**src/rtl/func_gen_pkg.sv**
```systemverilog
// Shared types and constants for the function generator's audio output path.
package func_gen_pkg;

  typedef enum logic [1:0] {IDLE, WARMUP, RUN, DRAIN} pwm_state_t;

  localparam logic [7:0] MIDSCALE   = 8'd128;
  localparam logic [7:0] UNITY_GAIN = 8'd255;

  // Unity gain bypasses the multiplier so a full-scale sample stays full-scale.
  function automatic logic [7:0] scale_sample(input logic [7:0] sample,
                                              input logic [7:0] gain,
                                              input logic       mute);
    logic [15:0] product;
    product = 16'(sample) * 16'(gain);
    if (mute)
      return MIDSCALE;
    else if (gain == UNITY_GAIN)
      return sample;
    else
      return product[15:8];
  endfunction

endpackage

```
**src/rtl/pwm_carrier.sv**
```systemverilog
// Prescaler plus 8-bit carrier ramp; both sit at zero while hold is high.
module pwm_carrier #(
  parameter int PRESCALE = 1
) (
  input  logic       clk,
  input  logic       rst_n,
  input  logic       hold,
  output logic       tick,
  output logic       boundary,
  output logic [7:0] carrier
);

  localparam logic [15:0] PRESCALE_LAST = 16'(PRESCALE - 1);

  logic [15:0] prescale_cnt;

  assign tick     = !hold && (prescale_cnt == PRESCALE_LAST);
  assign boundary = tick && (carrier == 8'hFF);

  always_ff @(posedge clk) begin
    if (!rst_n || hold) begin
      prescale_cnt <= '0;
      carrier      <= '0;
    end else if (tick) begin
      prescale_cnt <= '0;
      carrier      <= carrier + 8'd1;
    end else begin
      prescale_cnt <= prescale_cnt + 16'd1;
    end
  end

endmodule

```
**src/rtl/pwm_audio_out.sv**
```systemverilog
// PWM audio driver: amplifier power sequencing, per-period duty load and the
// registered bitstream; duty only changes on a carrier period boundary.
module pwm_audio_out
  import func_gen_pkg::*;
#(
  parameter int PRESCALE       = 1,
  parameter int WARMUP_PERIODS = 4
) (
  input  logic       clk,
  input  logic       rst_n,
  input  logic       enable,
  input  logic [7:0] sample_in,
  input  logic [7:0] gain,
  input  logic       mute,
  output logic       pwm_out,
  output logic       sd_n,
  output logic [7:0] duty,
  output logic       period_start,
  output logic       busy
);

  localparam logic [7:0] WARMUP_LAST = 8'(WARMUP_PERIODS - 1);

  pwm_state_t state;
  logic [7:0] warm_cnt;
  logic [7:0] carrier;
  logic [7:0] next_duty;
  logic       boundary;
  logic       tick_unused;

  // Tick is exported for other consumers; the FSM only needs the boundary.
  pwm_carrier #(.PRESCALE(PRESCALE)) u_carrier (
    .clk      (clk),
    .rst_n    (rst_n),
    .hold     (state == IDLE),
    .tick     (tick_unused),
    .boundary (boundary),
    .carrier  (carrier)
  );

  assign next_duty = scale_sample(sample_in, gain, mute);
  assign busy      = (state != IDLE);

  always_ff @(posedge clk) begin
    if (!rst_n) begin
      state        <= IDLE;
      warm_cnt     <= '0;
      duty         <= '0;
      pwm_out      <= 1'b0;
      sd_n         <= 1'b0;
      period_start <= 1'b0;
    end else begin
      period_start <= 1'b0;
      pwm_out      <= ((state == RUN) || (state == DRAIN)) && (carrier < duty);
      case (state)
        IDLE: begin
          warm_cnt <= '0;
          if (enable) begin
            state <= WARMUP;
            sd_n  <= 1'b1;
          end
        end
        WARMUP: begin
          if (boundary) begin
            if (!enable) begin
              state <= IDLE;
              sd_n  <= 1'b0;
              duty  <= '0;
            end else begin
              duty         <= next_duty;
              period_start <= 1'b1;
              if (warm_cnt == WARMUP_LAST)
                state <= RUN;
              else
                warm_cnt <= warm_cnt + 8'd1;
            end
          end
        end
        RUN: begin
          // A boundary that coincides with the enable fall still loads, so
          // the period after it is the one that gets drained.
          if (boundary) begin
            duty         <= next_duty;
            period_start <= 1'b1;
          end
          if (!enable)
            state <= DRAIN;
        end
        DRAIN: begin
          if (boundary) begin
            if (enable) begin
              state        <= RUN;
              duty         <= next_duty;
              period_start <= 1'b1;
            end else begin
              state <= IDLE;
              sd_n  <= 1'b0;
              duty  <= '0;
            end
          end
        end
        default: state <= IDLE;
      endcase
    end
  end

endmodule
```
**config.mk**
```make
export PLATFORM = sky130hd
export DESIGN_NAME = pwm_audio_out
export DESIGN_NICKNAME = d
export VERILOG_FILES = /design/src/rtl/func_gen_pkg.sv /design/src/rtl/pwm_carrier.sv /design/src/rtl/pwm_audio_out.sv
export SDC_FILE = /design/constraint.sdc
export NUM_CORES = 1
export LEC_CHECK = 0
export CAP_MARGIN = 20
export CORE_MARGIN = 1
export CORE_UTILIZATION = 40
export DETAILED_ROUTE_END_ITERATION = 10
export PLACE_DENSITY_LB_ADDON = 0.15
export SKIP_CTS_REPAIR_TIMING = 1
export SYNTH_ARGS = -nofsm -noshare
export SYNTH_HDL_FRONTEND = slang
export SYNTH_SLANG_ARGS = --single-unit
```
**constraint.sdc**
```tcl
create_clock -name clk -period 17.4 [get_ports clk]
set_input_delay 5.22 -clock clk [delete_from_list [all_inputs] [get_ports clk]]
set_output_delay 5.22 -clock clk [all_outputs]
set_load 0.05 [all_outputs]
```
==> reports/summary.txt <==
status: finished clean
Post-synth EDFFs: 0
Clock Pin Slew Worst Setup and Hold Paths: 0.08 ns
min cycle time layout: 9.76 ns
Layout area overhead: 12.5%
Die W: 105 um
Compound-Gate Fraction of Synth Area: 0.0980
CTS max path bufs: 2
final setup vio count: 0
WL/cell: 14.6 um
Synth Net Count: 592
Pwr Density: 78.0 nW/um2
largest net degree at the start of global routing: 17
register area share after synthesis: 0.213
CP startpoint kind: input pin
crit path max fanout: 9
fin cells: 659
Starting Density: 0.411
drt first-iter violations: 193
number of distinct library cells after synthesis: 52
slew of the pin with the lowest slew margin: 0.601 ns
die outline height: 105 um
clk_skew: 0.00449 ns
ANT nets after route: 0
fmax: 103 MHz
area share of and/or/nand/nor cells after synthesis: 0.269
Vias per Instance: 5.23
Worst Hold Class: reg -> reg
vias in the first global route: 3396
CTS tree: yes
fraction of layout cells with a size suffix above 1: 0.0402
post-synthesis adder-cell area fraction: 0.296
RSZ-0062 raised after global routing: false
clk root buf: clkbuf_8
worst hold slack: 0.490 ns
worst path required time: 17.58 ns
Synth async-reset ratio: 0
setup ws final: 7.64 ns
DRC errors left: 0
DP Worst Slack: 7.35 ns
warnings from Yosys: 0
setup_tns: 0 ns
Final period util: 0.561
Post-synth top flop: dfxtp_1
static leakage: 2.00 nW
critical path capture point type: register
Worst Path Arrival: 9.93 ns
CTS buffer count: 5
clock sinks: 45
drt pass-1 iters: 5
xor and xnor area share after synthesis: 0.0559
commonest non-fill, non-tap cells in the layout: 51 x inv_1, 50 x and2_1, 47 x nor2_1
first-pass GRT wire length: 16600 um
CTS H-tree depth: 2
Max transition margin: 0.598
area of the die: 11000 um2
row count: 37
core footprint: 10300 um2
io pins: 32
gpl congestion: 0.855
Detailed Route WL: 9600 um
Max Cap Viol: 0
initial antenna violation count: 0
Antenna diodes: 0
vias: 3445
most common library cell in the layout ignoring fill and taps: inv_1
GRT Total Usage: 0.187
worst vdd ir: 36.6 uV
grt ovf: 0
synthesized cell area: 4230 um2
syn_area_per_cell: 8.58 um2
Post-layout nets: 622
Hold Vio Cnt, Final: 0
CP Class: in -> reg
mux share of post-synthesis cell area: 0.00977
largest family of logic cells by synthesized area: adder cells
Slew Limit Fails: 0
Final Power: 0.000371 W
worst skew pair latency: 0.29 ns
Port Buffers: 31
final-layout fill cell count: 1036
Seq cells post-synth: 45
post-DP HPWL: 7610 um
post-synthesis cell count: 493
Cell Count Post-Placement: 652
power by group:
| group | leakage (nW) | internal, W | switching, W |
|---|---|---|---|
| Clock | 0.0540 | 0.0000418 | 0.0000350 |
| Sequential | 0.363 | 0.000104 | 0.000000746 |
| Combinational | 1.58 | 0.0000795 | 0.000111 |
through the flow:
| step | utilization | cell area [um2] |
|---|---|---|
| floorplan | - | 4230 |
| global placement | 0.453 | 4650 |
| detailed placement | 0.453 | 4650 |
| CTS | 0.463 | 4760 |
| global route | 0.463 | 4760 |
| finish | 0.463 | 4760 |
logic make-up (layout without fill, tap and decap cells):
logic type      Yosys count  in the layout
simple gates            210            210
fa+ha+maj                79             79
compound gates           69             69
buf+inv                  59             89
xor+xnor                 27             27
flops                    45             45
mux                       4              4
sequential cells by signal (all words and copies together) (netlist names):
name                    count
u_carrier.prescale_cnt     16
u_carrier.carrier           8
duty                        8
warm_cnt                    8
state                       2
sd_n                        1
period_start                1
pwm_out                     1
final timing paths:
check	slack, ns	end	start	cells after the start
min reg2reg	0.49	u_carrier.prescale_cnt[15]	u_carrier.prescale_cnt[15]	2
min	0.49	u_carrier.prescale_cnt[15]	u_carrier.prescale_cnt[15]	2
max	7.64	duty[6]	sample_in[5]	15
max reg2reg	14.87	duty[4]	u_carrier.prescale_cnt[2]	6
cells in the mapped netlist, drive strengths merged, types with 3 or more instances:
cell	instances	area share
and2	51	0.076
inv	51	0.045
nor2	47	0.042
dfxtp	45	0.21
ha	44	0.13
fa	35	0.17
nand2	32	0.028
o21ai	23	0.027
nand3	20	0.024
a21oi	19	0.022
xor2	15	0.031
nand4	13	0.019
xnor2	12	0.025
or3	11	0.017
and3	9	0.014
a31oi	7	0.010
nor3	6	0.0098
buf	5	0.0080
o22ai	4	0.0059
or4	4	0.0089
and4	3	0.0062
clkbuf	3	0.0050
mux2i	3	0.0071
nor2b	3	0.0044
o21a	3	0.0053
cell type report:
type	count	area, um2	share of cell area
Multi-Input combinational cell	389	3080	0.648
Clock buffer	5	68.8	0.0145
Timing Repair Buffer	31	310	0.0652
Sequential cell	45	901	0.189
Inverter	51	191	0.0402
Tap cell	136	170	0.0358
Clock inverter	2	35.0	0.00736
critical path, stage by stage:
cell	delay, ns
clkdlybuf4s50_1	0.63
and2_1	0.30
fa_1	0.55
fa_1	0.44
fa_1	0.55
inv_1	0.05
fa_1	0.53
inv_1	0.04
ha_1	0.38
a21oi_1	0.23
o21ai_0	0.19
a311o_1	0.38
a31oi_1	0.20
xor2_1	0.16
o22ai_1	0.08
metal layers:
| metal | vias to the layer above | share of wire | GRT usage |
|---|---|---|---|
| li1 | 1731 | - | - |
| met1 | 1653 | 0.50 | 0.267 |
| met2 | 54 | 0.46 | 0.308 |
| met3 | 7 | 0.029 | 0.0237 |
| met4 | 0 | 0.0053 | 0.0302 |
| met5 | - | 0 | 0 |
(Power assumes the default switching activity.)
